===== src/rtl/ex_mem_skid_reg.sv =====
// ex_mem_skid_reg: EX->MEM pipeline register with two-entry skid buffer; stall counter under EX_MEM_STALL_CNT_EN
module ex_mem_skid_reg #(
  parameter int DATA_W  = 32,
  parameter int REG_AW  = 5,
  parameter int MEMOP_W = 4
) (
  input  logic               clk_i,
  input  logic               rst_i,
  input  logic               flush_i,
  input  logic               in_valid_i,
  output logic               in_ready_o,
  input  logic [REG_AW-1:0]  in_wd_i,
  input  logic               in_wreg_i,
  input  logic [DATA_W-1:0]  in_wdata_i,
  input  logic [MEMOP_W-1:0] in_memop_i,
  output logic               out_valid_o,
  input  logic               out_ready_i,
  output logic [REG_AW-1:0]  out_wd_o,
  output logic               out_wreg_o,
  output logic [DATA_W-1:0]  out_wdata_o,
  output logic [MEMOP_W-1:0] out_memop_o
`ifdef EX_MEM_STALL_CNT_EN
  ,
  output logic [15:0]        stall_cnt_o
`endif
);
  logic mv, sv, rdy;
  logic [REG_AW-1:0] s_wd;
  logic s_wreg;
  logic [DATA_W-1:0] s_wdata;
  logic [MEMOP_W-1:0] s_memop;
  logic accept, take, load_m, load_s, pop_s, drain;
  assign accept = in_valid_i & rdy;
  assign take = mv & out_ready_i;
  assign load_m = accept & (~mv | take);
  assign load_s = accept & mv & ~take;
  assign pop_s = sv & take;
  assign drain = take & ~accept & ~sv;
  assign in_ready_o = rdy;
  assign out_valid_o = mv;
  // head/skid state; ready is its own flop so it never depends on out_ready_i combinationally
  always_ff @(posedge clk_i) begin
    if (rst_i) begin
      mv <= 1'b0;
      sv <= 1'b0;
      rdy <= 1'b1;
      out_wd_o <= '0;
      out_wreg_o <= 1'b0;
      out_wdata_o <= '0;
      out_memop_o <= '0;
      s_wd <= '0;
      s_wreg <= 1'b0;
      s_wdata <= '0;
      s_memop <= '0;
    end else if (flush_i) begin
      mv <= 1'b0;
      sv <= 1'b0;
      rdy <= 1'b1;
      out_wreg_o <= 1'b0;
      out_memop_o <= '0;
      s_wreg <= 1'b0;
      s_memop <= '0;
    end else begin
      mv <= mv ? ~drain : accept;
      sv <= sv ? ~take : load_s;
      rdy <= sv ? take : ~load_s;
      if (load_m) begin
        out_wd_o <= in_wd_i;
        out_wreg_o <= in_wreg_i;
        out_wdata_o <= in_wdata_i;
        out_memop_o <= in_memop_i;
      end else if (pop_s) begin
        out_wd_o <= s_wd;
        out_wreg_o <= s_wreg;
        out_wdata_o <= s_wdata;
        out_memop_o <= s_memop;
      end else if (drain) begin
        out_wreg_o <= 1'b0;
        out_memop_o <= '0;
      end
      if (load_s) begin
        s_wd <= in_wd_i;
        s_wreg <= in_wreg_i;
        s_wdata <= in_wdata_i;
        s_memop <= in_memop_i;
      end
    end
  end
`ifdef EX_MEM_STALL_CNT_EN
  // saturating count of cycles a valid head waits on the memory stage; only reset clears it
  always_ff @(posedge clk_i) begin
    if (rst_i) stall_cnt_o <= '0;
    else if (mv & ~out_ready_i & ~&stall_cnt_o) stall_cnt_o <= stall_cnt_o + 16'd1;
  end
`endif
endmodule


===== config.mk =====
export PLATFORM = sky130hd
export DESIGN_NAME = ex_mem_skid_reg
export DESIGN_NICKNAME = d
export VERILOG_FILES = /design/src/rtl/ex_mem_skid_reg.sv
export SDC_FILE = /design/constraint.sdc
export NUM_CORES = 1
export LEC_CHECK = 0
export BUFFER_PORTS_ARGS = -buffer_cell sky130_fd_sc_hd__buf_2
export CAP_MARGIN = 20
export CORE_ASPECT_RATIO = 1.4
export CORE_MARGIN = 4
export CORE_UTILIZATION = 49
export CTS_BUF_LIST = sky130_fd_sc_hd__clkbuf_16
export DETAILED_ROUTE_END_ITERATION = 10
export MAX_ROUTING_LAYER = met4
export PLACE_DENSITY = 0.83
export SETUP_SLACK_MARGIN = 0.02
export SLEW_MARGIN = 30
export SYNTH_ARGS = -nofsm -noshare
export SYNTH_HDL_FRONTEND = slang
export SYNTH_SLANG_ARGS = --single-unit
export TNS_END_PERCENT = 100

===== constraint.sdc =====
create_clock -name clk_i -period 1.46 [get_ports clk_i]
set_input_delay 0.146 -clock clk_i [delete_from_list [all_inputs] [get_ports clk_i]]
set_output_delay 0.146 -clock clk_i [all_outputs]
set_load 0.02 [all_outputs]

==> results of run 1 <==
## final cells by class
class | instances | area share, %
Tap cell | 105 | 2.50
Clock inverter | 7 | 0.785
Inverter | 3 | 0.214
Timing Repair Buffer | 113 | 15.2
Sequential cell | 87 | 33.3
Multi-Input combinational cell | 339 | 43.8
Clock buffer | 9 | 4.28
## metal layers
| layer | part of all wire (%) | up-vias | GRT usage (%) |
|---|---|---|---|
| met5 | 0 | - | - |
| met4 | 2.5 | 0 | 9.31 |
| met2 | 50 | 158 | 36.1 |
| met3 | 5.7 | 27 | 4.60 |
| li1 | - | 2005 | - |
| met1 | 41 | 2087 | 30.2 |
## registers in the layout (all words and copies together), names as in the netlist
name         flops
out_memop_o      4
sv               1
in_ready_o       1
s_wdata         32
out_valid_o      1
s_wd             5
s_memop          4
out_wreg_o       1
s_wreg           1
out_wd_o         5
out_wdata_o     32
## report_power, final
part	total (mW)	switching, mW	internal [mW]
registers	2.45	0.0282	2.42
logic	0.632	0.399	0.233
clock network	2.09	0.955	1.14
total	5.17	1.38	3.79
## worst paths after layout
| check | start | end | slack (ns) | depth (start not counted) |
|---|---|---|---|---|
| min | in_wreg_i | s_wreg | 0.06 | 3 |
| max | in_ready_o | out_wdata_o[19] | 0.03 | 5 |
| min reg2reg | s_memop[0] | s_memop[0] | 0.45 | 2 |
| max reg2reg | in_ready_o | out_wdata_o[19] | 0.03 | 5 |
## cell families (layout without fill, tap and decap cells)
kind of cell / Yosys count / count (layout) / share of synthesized area (%)
AOI/OAI and AO/OA: 243 / 243 / 40.8
buffers and inverters: 72 / 132 / 7.98
DFF: 87 / 87 / 40.0
and+or+nand+nor: 96 / 96 / 11.3
## cell usage in the layout (no fill, tap or decap), drive strengths merged
cell type	count
nand3	74
a21bo	37
or2	6
dfxtp	87
o21bai	5
nand4b	1
o21ai	38
a21oi	80
a2111o	37
clkinv	4
nor3	1
inv	4
o31ai	37
nor2b	1
nand2	11
buf	111
o21a	1
a31oi	1
and4b	1
a32o	5
clkinvlp	2
a211oi	1
clkbuf	11
nand2b	1
a22oi	1
## through the flow
| stage | cells | setup TNS (ns) | instance area [um^2] |
|---|---|---|---|
| after floorplan | 498 | 0 | 4360 |
| after global placement | 643 | 0 | 4880 |
| after detailed placement | 643 | 0 | 4880 |
| after CTS | 659 | 0 | 5150 |
| after global routing | 663 | -0.131 | 5260 |
| final | 663 | 0 | 5260 |
## what timing repair did
action,CTS,global route
cloned,0,3
pin swaps,0,4
endpoints found under the setup margin,1,42
buffers inserted,0,2
hold buffers,0,0
resized for setup,0,14
## critical path: stages (launching register included)
cell,delay [ns]
dfxtp_4,0.39
a22oi_2,0.10
buf_4,0.15
clkbuf_16,0.18
a2111o_1,0.35
a21oi_1,0.17
==> impl_metrics.tcl, run 1 <==
set metrics [dict create \
    status "complete, no violations" \
    ir_drop_v 0.000785 \
    clk_pin_slew_ns 0.07 \
    layout-drive-gt1-share_pct 32.1 \
    grt_pass1_wl_um 19400 \
    grt_max_degree 76 \
    clock_latency_ns 0.34 \
    finalCriticalPeriod_ns 1.43 \
    dieHeight_um 120 \
    maxCapViolCount 0 \
    drc 0 \
    timing.hold.ws_ns 0.0553 \
    seq_area_frac_synth_pct 40.0 \
    rsz0062_at_grt "yes" \
    yosys-top-cells-count "87 x dfxtp_1, 80 x a21oi_1, 74 x nand3_1, 38 x o21ai_0" \
    grtUsageTotal_pct 23.5 \
    wire_per_inst_um 18.8 \
    nFillCells 740 \
    required_ns 1.73 \
    dieArea_mm2 0.0105 \
    relSlewSlack_pct 69.3 \
    fin_ws_ns 0.0286 \
    multi_input_area_mm2 0.00230 \
    ys_types 28 \
    power_density_mw_per_mm2 983 \
    clockBufferDepth 2 \
    hold_viol 0 \
    io_pins 91 \
    start_util_pct 50.6 \
    grt_pass1_vias 3920 \
    fin_nets 600 \
    final_util_pct 61.1 \
    n_antenna_cell 0 \
    cts_buffers 9 \
    synth_top_area_share_pct 40.0 \
    areaGrowthSynthToFinish_pct 20.7 \
    cts_tree "yes" \
    drtAntennaViolNets 0 \
    yosysMostFrequentCell "dfxtp_1" \
    netlist_area_mm2 0.00436 \
    skew_ns 0.00826 \
    area.sequential_mm2 0.00175 \
    initialDrtViolationCount 410 \
    gp_congestion 0.799 \
    crit_arrival_ns 1.70 \
    place_ws_ns 0.00937 \
    wirelength_um 12500 \
    period_share_pct 98.0 \
    synth-edff-count 0 \
    synth-seq-cells 87 \
    drt-vias-per-instance 6.45 \
    grt-ovfl-total 0 \
    synthTopCellsByArea "dfxtp_1 40%, a2111o_1 9.6%, a21oi_1 9.2%, a21bo_2 8.5%, nand3_1 8.5%" \
    crit_type "register to register" \
    dpl.hpwl_um 7340 \
    drv_slew 0 \
    dr_total_vias 4277 \
    start_kind "register" \
    synth_ff_type "dfxtp_1" \
    syn_avg_cell_area_um2 8.75 \
    dr.pass1.iters 5 \
    postSynthCellCount 498 \
    synth.largest_area_cell "dfxtp_1" \
    end_kind "register" \
    setup_viol 0 \
    power.total_mw 5.17 \
    h-tree-depth 3 \
    clock-sinks 87 \
    path_max_fanout 19 \
    tightest_slew_ns 0.461 \
    antenna_found_initial 0 \
    io_buffers 90 \
    clockRootBuffer "clkbuf_16" \
    syn_nets 545 \
    ys_async_sr_fraction_pct 0 \
    chipWidth_um 87.7 \
    fmax_mhz 699 \
    fp.coreArea_mm2 0.00861 \
    yosys_warnings 0 \
    rows 40 \
    hp-class "input pin to register" \
    power.leakage_nw 1.93 \
]
Power figures use the tool's default switching activity.
==> run 2, diff against run 1 <==
--- a/config.mk
+++ b/config.mk
@@ -9,11 +9,11 @@
 export CAP_MARGIN = 20
 export CORE_ASPECT_RATIO = 1.4
 export CORE_MARGIN = 4
-export CORE_UTILIZATION = 49
+export CORE_UTILIZATION = 59
 export CTS_BUF_LIST = sky130_fd_sc_hd__clkbuf_16
 export DETAILED_ROUTE_END_ITERATION = 10
 export MAX_ROUTING_LAYER = met4
-export PLACE_DENSITY = 0.83
+export PLACE_DENSITY = 0.92
 export SETUP_SLACK_MARGIN = 0.02
 export SLEW_MARGIN = 30
 export SYNTH_ARGS = -nofsm -noshare
==> constraint.sdc (replaced) <==
create_clock -name clk_i -period 1.7 [get_ports clk_i]
set_input_delay 0.17 -clock clk_i [delete_from_list [all_inputs] [get_ports clk_i]]
set_output_delay 0.17 -clock clk_i [all_outputs]
set_load 0.02 [all_outputs]
==> impl_metrics.tcl, run 2 (synthesis gave the netlist of run 1 again) <==
set metrics [dict create \
    intPower_mw 3.37 \
    slowest_delay_ns 0.39 \
    period_share_pct 94.5 \
    slowest_stage "dfxtp_2" \
    dr.pass1.iters 5 \
    tightest_slew_ns 0.685 \
    drc 0 \
    grt_max_degree 73 \
    end_kind "register" \
    drtAntennaViolNets 0 \
    power_density_mw_per_mm2 881 \
    clockRootBuffer "clkbuf_16" \
    grtUsageTotal_pct 28.0 \
    start_kind "register" \
    path_max_fanout 37 \
    ir_drop_v 0.000936 \
    cts_tree "yes" \
    fin_setup_tns_ns 0 \
    grt-ovfl-total 0 \
    grt_pass1_wl_um 19000 \
    rsz0062_at_grt "no" \
    n_antenna_cell 0 \
    top_regs "out_wdata_o x32, s_wdata x32" \
    clock_latency_ns 0.34 \
    layout_commonest_cell "buf_2" \
    pwr-share-clk_pct 42.1 \
    areaGrowthSynthToFinish_pct 17.1 \
    clockBufferDepth 2 \
    power.leakage_nw 1.90 \
    p_switching_mw 1.13 \
    crit_type "register to register" \
    setup_viol 0 \
    dieArea_mm2 0.00884 \
    power_frac_comb_pct 11.1 \
    layout-drive-gt1-share_pct 30.5 \
    rows 36 \
    cts_buffers 9 \
    h-tree-depth 3 \
    p_sw_share_pct 25.1 \
    io_buffers 90 \
    start_util_pct 61.6 \
    chipWidth_um 80.6 \
    relSlewSlack_pct 54.2 \
    io_pins 91 \
    finalCriticalPeriod_ns 1.61 \
    area.sequential_mm2 0.00174 \
    dpl.hpwl_um 7340 \
    dieHeight_um 110 \
    grt_pass1_vias 4020 \
    hp-class "input pin to register" \
    hold_viol 0 \
    fin_nets 599 \
    power.total_mw 4.49 \
    fp.coreArea_mm2 0.00707 \
    initialDrtViolationCount 359 \
    clock-sinks 87 \
    crit_arrival_ns 1.87 \
    fmax_mhz 622 \
    final_cell_mix "89 x buf_2, 86 x dfxtp_1, 80 x a21oi_1, 74 x nand3_1, 38 x o21ai_0" \
    drt-vias-per-instance 6.60 \
    clk_pin_slew_ns 0.06 \
    status "complete, no violations" \
    gp_congestion 0.821 \
    holdBufCountCts 0 \
    maxCapViolCount 0 \
    crit_chain "buf_12 -> and4b_2 -> buf_4 -> nand3_1 -> a21oi_1" \
    seqPwrFrac_pct 46.8 \
    skew_ns 0.00971 \
    multi_input_area_mm2 0.00228 \
    required_ns 1.96 \
    nFillCells 543 \
    wirelength_um 11900 \
    drv_slew 0 \
    antenna_found_initial 0 \
    dr_total_vias 4305 \
    final_util_pct 72.2 \
    wire_per_inst_um 18.3 \
]
run 2: power by group through the flow:
stage / Sequential [mW] / Clock (mW) / Combinational [mW]
floorplan: 2.18 / 0 / 0.279
global placement: 2.14 / 0 / 0.476
detailed placement: 2.15 / 0 / 0.488
CTS: 2.10 / 1.90 / 0.493
global route: 2.10 / 1.98 / 0.536
finish: 2.10 / 1.89 / 0.499
run 2: path summary, 6_finish.rpt:
| kind | start | end | slack (ns) | cells after the start |
|---|---|---|---|---|
| setup / recovery | in_ready_o | s_wdata[0] | 0.09 | 5 |
| hold / removal | in_wreg_i | s_wreg | 0.09 | 3 |
| setup reg to reg | in_ready_o | s_wdata[0] | 0.09 | 5 |
| hold reg to reg | s_memop[0] | s_memop[0] | 0.46 | 2 |
run 2: metal layers:
layer / share of wire, % / global-route usage [%]
met2: 51 / 45.3
met1: 38 / 33.0
met5: 0 / -
met3: 6.6 / 5.08
met4: 4.3 / 15.0
run 2: worst max-delay path: cells and delay by family (launching register included):
family                 cells  cell delay [ns]
flip-flops                 1             0.39
buffers and inverters      2             0.52
AO/OA/AOI/OAI              1             0.21
AND/OR/NAND/NOR            2             0.40
run 2: cell type report:
type / count / share of cell area [%]
timing repair buffer: 112 / 13.2
sequential: 87 / 34.2
clock buffer: 9 / 4.41
inverter: 3 / 0.221
multi-input combinational: 339 / 44.6
tap: 95 / 2.33
clock inverter: 7 / 1.13
run 2: timing repair:
item | CTS | global route
buffers inserted | 0 | 0
gates resized for setup | 0 | 1
endpoints found under the setup margin | 0 | 1
run 2: stage by stage:
stage,hold slack [ns],worst slack (ns),cell area [um^2],cells
after floorplan,0.306,0.158,4360,498
after global placement,0.425,0.236,4820,636
after detailed placement,0.434,0.132,4820,636
after CTS,0.0774,0.106,5100,652
after global routing,0.0907,0.0361,5100,652
final,0.0855,0.0935,5100,652
==> run 3, diff against run 2 <==
--- a/config.mk
+++ b/config.mk
@@ -10,7 +10,6 @@
 export CORE_ASPECT_RATIO = 1.4
 export CORE_MARGIN = 4
 export CORE_UTILIZATION = 59
-export CTS_BUF_LIST = sky130_fd_sc_hd__clkbuf_16
 export DETAILED_ROUTE_END_ITERATION = 10
 export MAX_ROUTING_LAYER = met4
 export PLACE_DENSITY = 0.92
==> impl_metrics.tcl, run 3 (synthesis gave the netlist of run 1 again) <==
set metrics [dict create \
    status "complete, no violations" \
    power_density_mw_per_mm2 802 \
    fin_setup_tns_ns 0 \
    dieArea_mm2 0.00884 \
    fp.coreArea_mm2 0.00707 \
    chipWidth_um 80.6 \
    period_share_pct 93.4 \
    drv_slew 0 \
    rows 36 \
    final_cell_mix "89 x buf_2, 86 x dfxtp_1, 80 x a21oi_1, 74 x nand3_1, 38 x o21ai_0" \
    grt_pass1_wl_um 18300 \
    areaGrowthSynthToFinish_pct 15.0 \
    path_max_fanout 37 \
    grtUsageTotal_pct 26.9 \
    grt_max_degree 73 \
    cts_setup_buffers 0 \
    cts_tree "yes" \
    slowest_stage "dfxtp_2" \
    critical_path.top_delay_family "buffers and inverters" \
    fin_nets 599 \
    h-tree-depth 3 \
    required_ns 1.99 \
    dr_total_vias 4295 \
    drt-vias-per-instance 6.59 \
    clock-sinks 87 \
    cts_buffers 9 \
    drc 0 \
    wire_per_inst_um 18.0 \
    nFillCells 557 \
    clockRootBuffer "clkbuf_8" \
    finalCriticalPeriod_ns 1.59 \
    cts_resized 0 \
    antenna_found_initial 0 \
    cp_num_buf_inv 2 \
    wirelength_um 11700 \
    top_regs "out_wdata_o x32, s_wdata x32" \
    initialDrtViolationCount 451 \
    fmax_mhz 630 \
    crit_chain "buf_12 -> and4b_2 -> buf_4 -> nand3_1 -> a21oi_1" \
    drtAntennaViolNets 0 \
    ir_drop_v 0.000525 \
    start_kind "register" \
    setup_viol 0 \
    power.leakage_nw 1.85 \
    io_buffers 90 \
    gp_congestion 0.821 \
    dr.pass1.iters 5 \
    clk_pin_slew_ns 0.08 \
    clockBufferDepth 2 \
    n_antenna_cell 0 \
    layout-drive-gt1-share_pct 30.7 \
    relSlewSlack_pct 53.5 \
    timing.hold.ws_ns 0.0650 \
    rsz0062_at_grt "no" \
    grt_pass1_vias 3968 \
    layout_commonest_cell "buf_2" \
    tightest_slew_ns 0.697 \
    slowest_delay_ns 0.40 \
    clock_latency_ns 0.36 \
    hold_viol 0 \
    end_kind "register" \
    dpl.hpwl_um 7340 \
    dieHeight_um 110 \
    crit_arrival_ns 1.88 \
    maxCapViolCount 0 \
    start_util_pct 61.6 \
    power.total_mw 4.02 \
    skew_ns 0.0122 \
    hp-class "input pin to register" \
    holdBufCountCts 0 \
    grt-ovfl-total 0 \
    io_pins 91 \
    crit_type "register to register" \
]
-- run 3: through the flow --
step | cell area, um^2 | util, % | worst slack, ns | cells
after detailed placement | 4820 | 68.1 | 0.132 | 636
after global placement | 4820 | 68.1 | 0.236 | 636
after CTS | 5010 | 70.8 | 0.0772 | 652
after floorplan | 4360 | - | 0.158 | 498
final | 5010 | 70.9 | 0.112 | 652
after global routing | 5010 | 70.9 | 0.0296 | 652
-- run 3: per-layer routing --
layer / wire length [um] / global-route usage, % / up-vias
met2: 6060 / 44.7 / 160
met4: 367 / 12.7 / 0
met3: 683 / 5.33 / 32
met1: 4630 / 30.9 / 2103
li1: - / - / 2000
met5: 0 / - / -
-- run 3: layout make-up --
class / count / area [um^2] / area share (%)
Clock buffer: 13 / 149 / 2.97
Multi-Input combinational cell: 339 / 2280 / 45.4
Clock inverter: 3 / 42.5 / 0.849
Tap cell: 95 / 119 / 2.37
Inverter: 3 / 11.3 / 0.225
Timing Repair Buffer: 112 / 672 / 13.4
Sequential cell: 87 / 1740 / 34.8
-- run 3: path summary, 6_finish.rpt --
kind	slack, ns	startpoint	to	cells after the start
setup / recovery	0.11	in_ready_o	s_wdata[30]	5
hold / removal	0.06	in_memop_i[1]	s_memop[1]	3
setup reg to reg	0.11	in_ready_o	s_wdata[30]	5
hold reg to reg	0.46	s_memop[0]	s_memop[0]	2
-- run 3: worst reg2reg max path: cells and delay by family, from the launching register on --
kind                   cells  cell delay [ns]
AND/OR/NAND/NOR            2             0.41
buffers and inverters      2             0.52
AO/OA/AOI/OAI              1             0.18
flip-flops                 1             0.40
-- run 3: power by group --
group / internal [mW] / switching [mW]
Sequential: 2.08 / 0.0234
Combinational: 0.173 / 0.326
Clock: 0.719 / 0.705
Total: 2.97 / 1.05
